[src/rtl/mesi_snoop_responder.sv]
// Snoop-side MESI responder: looks up the local line-state store for each bus
// snoop, reports NOHIT/HIT/HITM, writes back dirty lines and downgrades/invalidates.
module mesi_snoop_responder #(
    parameter int IDX_W = 4,
    parameter int TAG_W = 8
) (
    input  logic                   clk,
    input  logic                   rst,
    input  logic                   snp_valid,
    output logic                   snp_ready,
    input  logic [1:0]             snp_op,
    input  logic [TAG_W+IDX_W-1:0] snp_addr,
    output logic                   snp_resp_valid,
    output logic [1:0]             snp_result,
    output logic                   wb_valid,
    output logic [TAG_W+IDX_W-1:0] wb_addr,
    input  logic                   wb_ready,
    input  logic                   fill_valid,
    output logic                   fill_ready,
    input  logic [TAG_W+IDX_W-1:0] fill_addr,
    input  logic [1:0]             fill_state,
    input  logic [TAG_W+IDX_W-1:0] dbg_addr,
    output logic [1:0]             dbg_state,
    output logic                   proto_err
);
    localparam int          AW    = TAG_W + IDX_W;
    localparam int unsigned LINES = 1 << IDX_W;

    typedef enum logic [1:0] {ST_IDLE, ST_LOOKUP, ST_WB, ST_RESP} fsm_t;
    typedef enum logic [1:0] {LS_M = 2'd0, LS_E = 2'd1, LS_S = 2'd2, LS_I = 2'd3} line_t;
    typedef enum logic [1:0] {OP_READ = 2'd0, OP_WRITE = 2'd1, OP_RFO = 2'd2, OP_INV = 2'd3} op_t;
    typedef enum logic [1:0] {RES_NOHIT = 2'd0, RES_HIT = 2'd1, RES_HITM = 2'd2} res_t;

    fsm_t             state, state_nx;
    logic [TAG_W-1:0] tag_mem  [LINES];
    line_t            line_mem [LINES];

    op_t              op_q;
    logic [AW-1:0]    addr_q;
    res_t             pend_res;
    line_t            pend_st;
    logic             pend_err;
    res_t             result_q;
    logic [AW-1:0]    wb_addr_q;
    logic             proto_err_q;

    logic [IDX_W-1:0] idx_q;
    logic [TAG_W-1:0] tag_q;
    line_t            cur_st;
    logic             hit;
    res_t             res_nx;
    line_t            upd_nx;
    logic             err_nx;

    logic [IDX_W-1:0] fill_idx;
    logic [TAG_W-1:0] fill_tag;
    logic [IDX_W-1:0] dbg_idx;
    logic [TAG_W-1:0] dbg_tag;

    assign idx_q    = addr_q[IDX_W-1:0];
    assign tag_q    = addr_q[AW-1:IDX_W];
    assign cur_st   = line_mem[idx_q];
    assign hit      = (tag_mem[idx_q] == tag_q) && (cur_st != LS_I);
    assign fill_idx = fill_addr[IDX_W-1:0];
    assign fill_tag = fill_addr[AW-1:IDX_W];
    assign dbg_idx  = dbg_addr[IDX_W-1:0];
    assign dbg_tag  = dbg_addr[AW-1:IDX_W];

    always_comb begin
        res_nx = RES_NOHIT;
        upd_nx = cur_st;
        err_nx = 1'b0;
        if (hit) begin
            case (op_q)
                OP_READ: begin
                    upd_nx = LS_S;
                    res_nx = (cur_st == LS_M) ? RES_HITM : RES_HIT;
                end
                OP_RFO: begin
                    upd_nx = LS_I;
                    res_nx = (cur_st == LS_M) ? RES_HITM : RES_HIT;
                end
                OP_INV: begin
                    upd_nx = LS_I;
                    if (cur_st == LS_S) res_nx = RES_HIT;
                    else                err_nx = 1'b1;
                end
                default: begin
                    if (cur_st == LS_M) err_nx = 1'b1;
                end
            endcase
        end
    end

    always_comb begin
        state_nx = state;
        case (state)
            ST_IDLE:   if (snp_valid) state_nx = ST_LOOKUP;
            ST_LOOKUP: state_nx = (res_nx == RES_HITM) ? ST_WB : ST_RESP;
            ST_WB:     if (wb_ready) state_nx = ST_RESP;
            default:   state_nx = ST_IDLE;
        endcase
    end

    assign snp_ready      = (state == ST_IDLE);
    assign fill_ready     = snp_ready && !snp_valid;
    assign wb_valid       = (state == ST_WB);
    assign wb_addr        = wb_addr_q;
    assign snp_resp_valid = (state == ST_RESP);
    assign snp_result     = result_q;
    assign proto_err      = proto_err_q;
    assign dbg_state      = ((tag_mem[dbg_idx] == dbg_tag) && (line_mem[dbg_idx] != LS_I))
                            ? line_mem[dbg_idx] : LS_I;

    always_ff @(posedge clk or posedge rst) begin
        if (rst) begin
            state       <= ST_IDLE;
            op_q        <= OP_READ;
            addr_q      <= '0;
            pend_res    <= RES_NOHIT;
            pend_st     <= LS_I;
            pend_err    <= 1'b0;
            result_q    <= RES_NOHIT;
            wb_addr_q   <= '0;
            proto_err_q <= 1'b0;
            for (int unsigned i = 0; i < LINES; i++) begin
                tag_mem[i]  <= '0;
                line_mem[i] <= LS_I;
            end
        end else begin
            state <= state_nx;
            if (snp_valid && snp_ready) begin
                op_q   <= op_t'(snp_op);
                addr_q <= snp_addr;
            end
            if (state == ST_LOOKUP) begin
                pend_res <= res_nx;
                pend_st  <= upd_nx;
                pend_err <= err_nx;
                if (res_nx == RES_HITM) wb_addr_q <= addr_q;
            end
            // Result register only changes on entry to RESP so it holds between responses.
            if (state_nx == ST_RESP)
                result_q <= (state == ST_LOOKUP) ? res_nx : pend_res;
            if (state == ST_RESP) begin
                line_mem[idx_q] <= pend_st;
                if (pend_err) proto_err_q <= 1'b1;
            end else if (fill_valid && fill_ready) begin
                tag_mem[fill_idx]  <= fill_tag;
                line_mem[fill_idx] <= line_t'(fill_state);
            end
        end
    end
endmodule

[config.mk]
export PLATFORM = sky130hd
export DESIGN_NAME = mesi_snoop_responder
export DESIGN_NICKNAME = d
export VERILOG_FILES = /design/src/rtl/mesi_snoop_responder.sv
export SDC_FILE = /design/constraint.sdc
export NUM_CORES = 1
export LEC_CHECK = 0
export ABC_AREA = 1
export CORE_UTILIZATION = 30
export CTS_BUF_LIST = sky130_fd_sc_hd__clkbuf_2
export CTS_CLUSTER_SIZE = 30
export DETAILED_ROUTE_END_ITERATION = 16
export PLACE_DENSITY_LB_ADDON = 0.12
export REMOVE_ABC_BUFFERS = 1
export SLEW_MARGIN = 20
export SYNTH_ARGS = -nofsm -noshare
export SYNTH_HDL_FRONTEND = slang
export SYNTH_SLANG_ARGS = --single-unit
[constraint.sdc]
create_clock -name clk -period 9.3 [get_ports clk]
set_clock_uncertainty 0.2 [all_clocks]
set_input_delay 2.325 -clock clk [delete_from_list [all_inputs] [get_ports clk]]
set_output_delay 2.325 -clock clk [all_outputs]
set_load 0.02 [all_outputs]
==> impl_metrics.toml, run 1 <==
[status]
status = "completed"

[global_route]
grt_use_total_pct = 20.6
grt_max_degree = 97
grt_first_pass_wirelength_um = 60700
antenna_found_initial = 2
grt_pass1_vias = 10000
overflow = 0

[clock_tree]
cts_max_path_buffers = 2
cts.clk_slew.worst_paths_ps = 260
cts_tree = "built"
cts_setup_buffers = 0
cts_root_buf = "clkbuf_2"
cts_buffers = 17
cts_hold_buf = 0
clk_latency_ps = 850
ctsResizeCount = 0
cts.sinks = 196
htree_levels = 4

[yosys]
synth_top_area_share_pct = 35.4
synth_cells = 1618
ys_ff_latch = 196
ys_seq_area_share_pct = 43.2
synth_area_leaders = "dfrtp_1 35%, nand2_1 17%, o21ai_0 10%, dfstp_2 7.8%, inv_1 5.7%"
avgSynthCellArea_um2 = 7.08
synth_cell_types = 31
yosys.area.top_type = "dfrtp_1"
ys_warn_count = 0
syn_area_mm2 = 0.0115

[power_and_ir_drop]
p_sw_share_pct = 46.5
ir_drop_mv = 0.0753
pwr-share-clk_pct = 13.4
internal_power_mw = 1.87
p_switching_mw = 1.62
seq_power_share_pct = 41.5
combPwrFrac_pct = 45.1
power_density_mw_per_mm2 = 274
finalPower_mw = 3.49
cellLeakagePower_nw = 5.89

[floorplan]
floorplan.die.width_um = 197
die_area_mm2 = 0.0390
num_rows = 71
initial_utilization_pct = 30.5
pin_count = 66
core_area_mm2 = 0.0376
dieHeight_um = 197

[critical_path]
required_ps = 6780
setup.worst_path.start_class = "primary input"
startpoint = "dbg_addr[2]"
reg2reg_from = "addr_q[0]$_DFFE_PP0P_"
crit_fanout = 23
crit_path_end_kind = "primary output"
cp_top_family = "buffers and inverters"
reg2reg_slack_ps = 5200
path_cells = "clkdlybuf4s50_1 -> inv_1 -> nand2_1 -> o211ai_1 -> nand2_1 -> xor2_1 -> nor2_1 -> nand2_1 -> nor2_1 -> nand3b_1 -> clkdlybuf4s50_1"
cp.arrival_ps = 5300
slowest_stage = "inv_1"
cp_common_cell = "nand2_1"
critPathBufInv = 3
worstSetupPathType = "in2out"
cpPeakStageDelay_ps = 690

[worst_hold_path]
hp-class = "reg2reg"
hold_start = "pend_st[0]$_DFFE_PP1P_"

[drt]
wl_per_cell_um = 18.1
ant_nets = 0
firstDrtPassIters = 5
drc = 0
vias = 10600
drt_wl_total_um = 38900
first_iter_violations = 864
viasPerCell = 4.89

[timing]
slew_violations = 0
period_minus_slack_ps = 7820
tns_ps = 0
clock.fmax_mhz = 128
finalHoldViolCount = 0
period_share_pct = 84.1
rsz0062_at_grt = "no"
tightest_slew_ps = 1120
fin_ws_ps = 1480
finalSetupViolCount = 0
slew_headroom_pct = 25.2

[final_layout]
layout_commonest_cell = "nand2_1"
drive_gt1_share_pct = 7.97
final_cell_mix = "511 x nand2_1, 232 x o21ai_0, 172 x inv_1"
nFillCells = 4090
instances_no_fill = 2157
final_nets = 1678
syn_to_final_growth_pct = 11.3

[placement]
gp_congestion = 0.806
pre_cts_slack_ps = 1490
dp.final_hpwl_um = 26000
numPlacedInstances = 2125
port_buffers = 65

[job]
cap_viol_max_count = 0
[synth_stat cells]
master	n
o21ai_1	5
o22ai_1	19
nand2_2	1
buf_4	2
buf_2	14
xor2_1	6
o221ai_1	2
o211ai_1	29
a31oi_1	4
nand3b_1	2
nor2_2	1
dfstp_2	34
buf_1	13
a22oi_1	7
nand3_1	74
o21ai_0	232
buf_6	9
a21oi_1	85
inv_1	173
nor2_1	115
clkbuf_1	55
nand2_1	511
nor3_1	4
a21o_1	1
mux2_2	35
inv_2	3
nor2_4	1
dfrtp_1	162
clkinv_1	1
nand4_1	14
o32ai_1	4
[area by class of cell]
type / instances / area [um^2] / area share (%)
Antenna cell: 2 / 5.00 / 0.0393
Sequential cell: 196 / 4950 / 38.8
Clock inverter: 13 / 159 / 1.25
Clock buffer: 17 / 85.1 / 0.667
Inverter: 177 / 672 / 5.27
Multi-Input combinational cell: 1152 / 5400 / 42.4
Tap cell: 511 / 639 / 5.02
Timing Repair Buffer: 89 / 836 / 6.56
[tightest hold or removal path, cell delays in order (launching register included)]
cell,delay [ps]
dfstp_2,430
nand2_1,50
nand2_1,50
[routing by layer]
layer  track usage, %  routed length (um)  vias up
met2             32.2               17400      248
met5                0                   0        -
met1             28.9               18900     4986
met4             6.12                 714        0
li1                 -                   -     5274
met3             3.86                1970       44
[power by group through the flow]
stage / clock [mW] / combinational [mW] / sequential, mW
6_report: 0.467 / 1.57 / 1.45
5_1_grt: 0.517 / 1.79 / 1.49
4_1_cts: 0.490 / 1.58 / 1.45
3_5_place_dp: 0 / 1.57 / 1.47
3_3_place_gp: 0 / 1.56 / 1.47
2_1_floorplan: 0 / 0.999 / 1.43
[path summary, 6_finish.rpt]
path	to	cells after the start
min in group asynchronous	tag_mem[99]$_DFFE_PP0P_	2
worst max register to register	wb_addr[0]$_DFFE_PP0P_	17
worst max-delay path	dbg_state[1]	11
worst min-delay path	pend_st[0]$_DFFE_PP1P_	2
worst min register to register	pend_st[0]$_DFFE_PP1P_	2
max in group asynchronous	tag_mem[53]$_DFFE_PP0P_	3
[sequential cells by signal, indices dropped and copies added (netlist names)]
| register | cells |
|---|---|
| line_mem | 32 |
| snp_result | 2 |
| tag_mem | 128 |
| op_q | 2 |
| state | 2 |
| pend_err | 1 |
| proto_err | 1 |
| wb_addr | 12 |
| pend_res | 2 |
| addr_q | 12 |
| pend_st | 2 |
[per-stage QoR]
step | util, % | instance area, um^2 | hold slack (ps)
2_1_floorplan | - | 11000 | 248
3_3_place_gp | 33.3 | 12500 | 252
3_5_place_dp | 33.3 | 12500 | 257
4_1_cts | 33.9 | 12700 | 303
5_1_grt | 33.9 | 12700 | 328
6_report | 33.9 | 12700 | 295
[logic make-up (layout without fill, tap and decap cells)]
group / Yosys count / count (layout) / share of synthesized area [%]
flip-flops: 196 / 196 / 43.2
XOR/XNOR: 6 / 6 / 0.459
multiplexers: 35 / 35 / 3.44
AO/OA/AOI/OAI: 388 / 388 / 18.2
buffers and inverters: 270 / 296 / 9.66
other: 0 / 2 / 0
AND/OR/NAND/NOR: 723 / 723 / 25.0
Power figures use the tool's default switching activity.
==> run 2: changes to the inputs <==
clock period = 7.7 ns   (was 9.3 ns; I/O delays follow)
==> run 2 against run 1 <==
  * Register-to-register slack lost 1400 ps
  * Clock power increased by 27%
  * Critical path depth up 3
  * Wire length fell by 1.1%
  * Hold slack about the same
  * Non-clock buffer count up 1
  * Sequential cell count unchanged
  * Die area unchanged
  * First-iteration DRC count shrank 10%
  * Critical path type unchanged
==> impl_metrics.toml, run 2 (synthesized netlist as in run 1, its figures left out) <==
[final_layout]
final_cell_mix = "511 x nand2_1, 232 x o21ai_0, 172 x inv_1"
layout_commonest_cell = "nand2_1"
final_area_mm2 = 0.0128
final_nets = 1679
instances_no_fill = 2160
top_register = "tag_mem"
syn_to_final_growth_pct = 11.7
drive_gt1_share_pct = 8.50
largest_reg_flops = 128
top_regs = "tag_mem x128, line_mem x32"
utilization_pct = 34.0
nFillCells = 4077

[drt]
ant_nets = 0
wl_per_cell_um = 17.8
viasPerCell = 4.86
drt_wl_total_um = 38500
vias = 10500
first_iter_violations = 777
drc = 0
firstDrtPassIters = 5

[clock_tree]
cts.sinks = 196
cts_buffers = 17
cts_hold_buf = 0
cts_root_buf = "clkbuf_2"
cts_tree = "built"
cts_setup_buffers = 0
cts.clk_slew.worst_paths_ps = 280
cts_max_path_buffers = 2
htree_levels = 4
clk_latency_ps = 910
ctsResizeCount = 0

[worst_hold_path]
hp-class = "reg2reg"

[timing]
tns_ps = 0
slew_headroom_pct = 29.0
tightest_slew_ps = 1060
fin_ws_ps = 788
finalSetupViolCount = 0
period_share_pct = 89.8
rsz0062_at_grt = "no"
holdWs_ps = 295
slew_violations = 0
period_minus_slack_ps = 6910
finalHoldViolCount = 0
clock.fmax_mhz = 145

[global_route]
overflow = 0
grt_first_pass_wirelength_um = 61200
grt_max_degree = 78
grt_pass1_vias = 10200
antenna_found_initial = 2
grt_use_total_pct = 20.7

[placement]
gp_congestion = 0.803
pre_cts_slack_ps = 792
dp.final_hpwl_um = 26200
numPlacedInstances = 2126
placed_area_mm2 = 0.0125
port_buffers = 65

[critical_path]
critPathBufInv = 3
crit_path_end_kind = "primary output"
setup.worst_path.start_class = "primary input"
required_ps = 5580
path_cells = "buf_4 -> buf_4 -> a21oi_1 -> o21ai_0 -> nand2_1 -> o211ai_1 -> nand2_1 -> nand2_1 -> nand2_1 -> nor2_1 -> nand2_1 -> nor2_1 -> nand3b_1 -> clkdlybuf4s50_1"
cp_common_cell = "nand2_1"
slowest_stage = "clkdlybuf4s50_1"
reg2reg_slack_ps = 3770
crit_fanout = 70
cp.arrival_ps = 4790
cp_top_family = "buffers and inverters"
cpPeakStageDelay_ps = 590
worstSetupPathType = "in2out"

[floorplan]
num_rows = 71
floorplan.die.width_um = 197
dieHeight_um = 197
pin_count = 66
die_area_mm2 = 0.0390
initial_utilization_pct = 30.5
core_area_mm2 = 0.0376

[status]
status = "completed"

[job]
cap_viol_max_count = 0

[power_and_ir_drop]
ir_drop_mv = 0.113
cellLeakagePower_nw = 5.91
finalPower_mw = 4.24
power_density_mw_per_mm2 = 331
-- run 2: cell count changes in the layout (fill, tap and decap cells not counted), sizes merged --
cell,before,now
buf,26,27
clkinvlp,3,2
inv,178,180
clkbuf,17,18
-- run 2: worst paths after layout --
kind | from | to | depth (start not counted)
max in group asynchronous | rst | pend_err$_DFFE_PP0P_ | 3
worst min-delay path | pend_st[0]$_DFFE_PP1P_ | pend_st[0]$_DFFE_PP1P_ | 2
min in group asynchronous | rst | addr_q[3]$_DFFE_PP0P_ | 2
worst max register to register | addr_q[1]$_DFFE_PP0P_ | wb_addr[0]$_DFFE_PP0P_ | 17
worst max-delay path | dbg_addr[0] | dbg_state[1] | 14
worst min register to register | pend_st[0]$_DFFE_PP1P_ | pend_st[0]$_DFFE_PP1P_ | 2
-- run 2: layout make-up --
class                      instances  area, um^2  share of cell area [%]
multi-input combinational       1152        5410                    42.3
clock inverter                    14         178                    1.39
sequential                       196        4950                    38.7
inverter                         177         672                    5.25
clock buffer                      18        90.1                   0.704
timing repair buffer              90         843                    6.59
antenna                            2        5.00                  0.0391
tap                              511         639                    5.00
-- run 2: worst register-to-register path, cell delays in order (launching register included) --
cell,delay (ps)
dfrtp_1,410
buf_4,550
inv_2,50
buf_4,360
nor2_4,610
nand2_1,110
nand4_1,200
nand2_1,100
nand2_1,130
o21ai_1,60
nand2_1,60
nand3_1,70
nor2_1,220
nand3_1,160
inv_2,220
nand2_2,220
nand2_1,110
nand2_1,50
-- run 2: power by group --
| part | internal [mW] | switching [mW] | leakage, nW |
|---|---|---|---|
| clock | 0.189 | 0.403 | 0.155 |
| combinational | 0.602 | 1.27 | 3.57 |
| sequential | 1.47 | 0.302 | 2.19 |
| total | 2.26 | 1.98 | 5.91 |
-- run 2: per-layer routing --
layer / global-route usage (%) / up-vias / routed length, um
met5: 0 / - / 0
met3: 2.75 / 27 / 1470
li1: - / 5265 / -
met2: 32.7 / 250 / 17600
met4: 4.71 / 0 / 437
met1: 29.8 / 4962 / 19100
==> run 3: changes to the inputs <==
clock period = 6.9 ns   (was 7.7 ns; I/O delays follow)
==> run 3 against run 2 <==
  * Via count grew 1.6%
  * Hold slack lost 8.4 ps
  * First-iteration DRC count grew 7.3%
  * Register-to-register slack lost 760 ps
  * Critical path depth shrank 1
  * Wire length grew 2.0%
  * Clock-buffer cell count shrank 1
  * Setup slack lost 370 ps
  * Die area is the same
  * Global-route usage grew 0.24 points
  * Sequential share of layout area grew 0.065 points
  * Non-clock buffer count grew 2
  * Critical path type unchanged
  * Largest cell class unchanged
  * Highest routed layer unchanged
==> impl_metrics.toml, run 3 (synthesized netlist as in run 1, its figures left out) <==
[power_and_ir_drop]
cellLeakagePower_nw = 5.90
ir_drop_mv = 0.168
seq_power_share_pct = 41.5
internal_power_mw = 2.47
finalPower_mw = 4.67
pwr-share-clk_pct = 12.8
p_switching_mw = 2.19
combPwrFrac_pct = 45.7
power_density_mw_per_mm2 = 366
p_sw_share_pct = 47.0

[final_layout]
top_register = "tag_mem"
nFillCells = 4100
top_regs = "tag_mem x128, line_mem x32"
layout_commonest_cell = "nand2_1"
final_nets = 1681
drive_gt1_share_pct = 8.43
instances_no_fill = 2160
largest_reg_flops = 128
ff_latch_area_mm2 = 0.00495
multi_input_area_mm2 = 0.00541
final_cell_mix = "511 x nand2_1, 232 x o21ai_0, 172 x inv_1"
syn_to_final_growth_pct = 11.5

[clock_tree]
cts.sinks = 196
htree_levels = 4
clk_latency_ps = 860
ctsResizeCount = 0
cts_max_path_buffers = 2
cts_hold_buf = 0
cts_root_buf = "clkbuf_2"
cts.clk_slew.worst_paths_ps = 320
cts_tree = "built"
cts_setup_buffers = 0
cts_buffers = 17

[global_route]
overflow = 0
antenna_found_initial = 1
grt_max_degree = 119
grt_use_total_pct = 20.9
grt_pass1_vias = 10000
grt_first_pass_wirelength_um = 61200

[placement]
numPlacedInstances = 2128
port_buffers = 65
gp_congestion = 0.797
dp.final_hpwl_um = 26100

[critical_path]
required_ps = 4970
worstSetupPathType = "in2out"
cpPeakStageDelay_ps = 670
cp_common_cell = "nand2_1"
slowest_stage = "buf_2"
cp.arrival_ps = 4560
critPathBufInv = 3
path_cells = "buf_2 -> buf_12 -> a21oi_1 -> o21ai_0 -> nand2_1 -> o211ai_1 -> nand2_1 -> xor2_1 -> nor2_1 -> nand2_1 -> nor2_1 -> nand3b_1 -> clkdlybuf4s50_1"
crit_fanout = 37
crit_path_end_kind = "primary output"
cp_top_family = "buffers and inverters"
setup.worst_path.start_class = "primary input"

[floorplan]
num_rows = 71
initial_utilization_pct = 30.5
pin_count = 66
core_area_mm2 = 0.0376
die_area_mm2 = 0.0390
floorplan.die.width_um = 197
dieHeight_um = 197

[timing]
period_share_pct = 93.9
period_minus_slack_ps = 6480
finalSetupViolCount = 0
slew_headroom_pct = 26.5
rsz0062_at_grt = "no"
finalHoldViolCount = 0
tightest_slew_ps = 1100
slew_violations = 0
clock.fmax_mhz = 154

[drt]
drc = 0
viasPerCell = 4.94
ant_nets = 0
first_iter_violations = 834
highest_layer = "met4"
drt_wl_total_um = 39300
wl_per_cell_um = 18.2
firstDrtPassIters = 7
wl_met2_um = 18200
vias = 10700
wl_met3_um = 2060
wl_met1_um = 18400

[worst_hold_path]
hp-class = "reg2reg"

[status]
status = "completed"

[job]
cap_viol_max_count = 0
[run 3: layout make-up]
cell class | count | area share (%)
Multi-Input combinational cell | 1152 | 42.4
Tap cell | 511 | 5.01
Inverter | 177 | 5.26
Timing Repair Buffer | 92 | 6.82
Clock buffer | 17 | 0.666
Clock inverter | 14 | 1.09
Sequential cell | 196 | 38.8
Antenna cell | 1 | 0.0196
[run 3: path summary, 6_finish.rpt]
path	start	end	slack, ps	depth (start not counted)
setup reg to reg	addr_q[0]$_DFFE_PP0P_	wb_addr[1]$_DFFE_PP0P_	3010	15
hold / removal	pend_err$_DFFE_PP0P_	proto_err$_DFFE_PP0P_	290	1
min in group asynchronous	rst	tag_mem[95]$_DFFE_PP0P_	1220	2
hold reg to reg	pend_err$_DFFE_PP0P_	proto_err$_DFFE_PP0P_	290	1
setup / recovery	dbg_addr[1]	dbg_state[1]	420	13
max in group asynchronous	rst	line_mem[25]$_DFFE_PP1P_	4110	3
[run 3: per-stage QoR]
step / worst slack (ps) / area [um^2] / utilization [%] / TNS (ps) / hold WS, ps
finish: 420 / 12800 / 34.0 / 0 / 287
global route: 206 / 12800 / 34.0 / 0 / 301
CTS: 435 / 12800 / 34.0 / 0 / 293
detailed placement: 458 / 12500 / 33.4 / 0 / 256
global placement: 438 / 12500 / 33.4 / 0 / 249
floorplan: -309 / 11000 / - / -50110 / 248
[run 3: power by group through the flow]
stage | Sequential [mW] | Combinational [mW] | Clock [mW]
floorplan | 1.93 | 1.35 | 0
finish | 1.94 | 2.14 | 0.598
global route | 2.00 | 2.44 | 0.662
global placement | 1.96 | 2.13 | 0
detailed placement | 1.96 | 2.14 | 0
CTS | 1.94 | 2.15 | 0.632
[run 3: per-layer routing]
layer	GRT usage, %	vias up
met2	33.5	282
li1	-	5276
met3	2.75	33
met5	0	-
met1	29.4	5077
met4	5.66	0
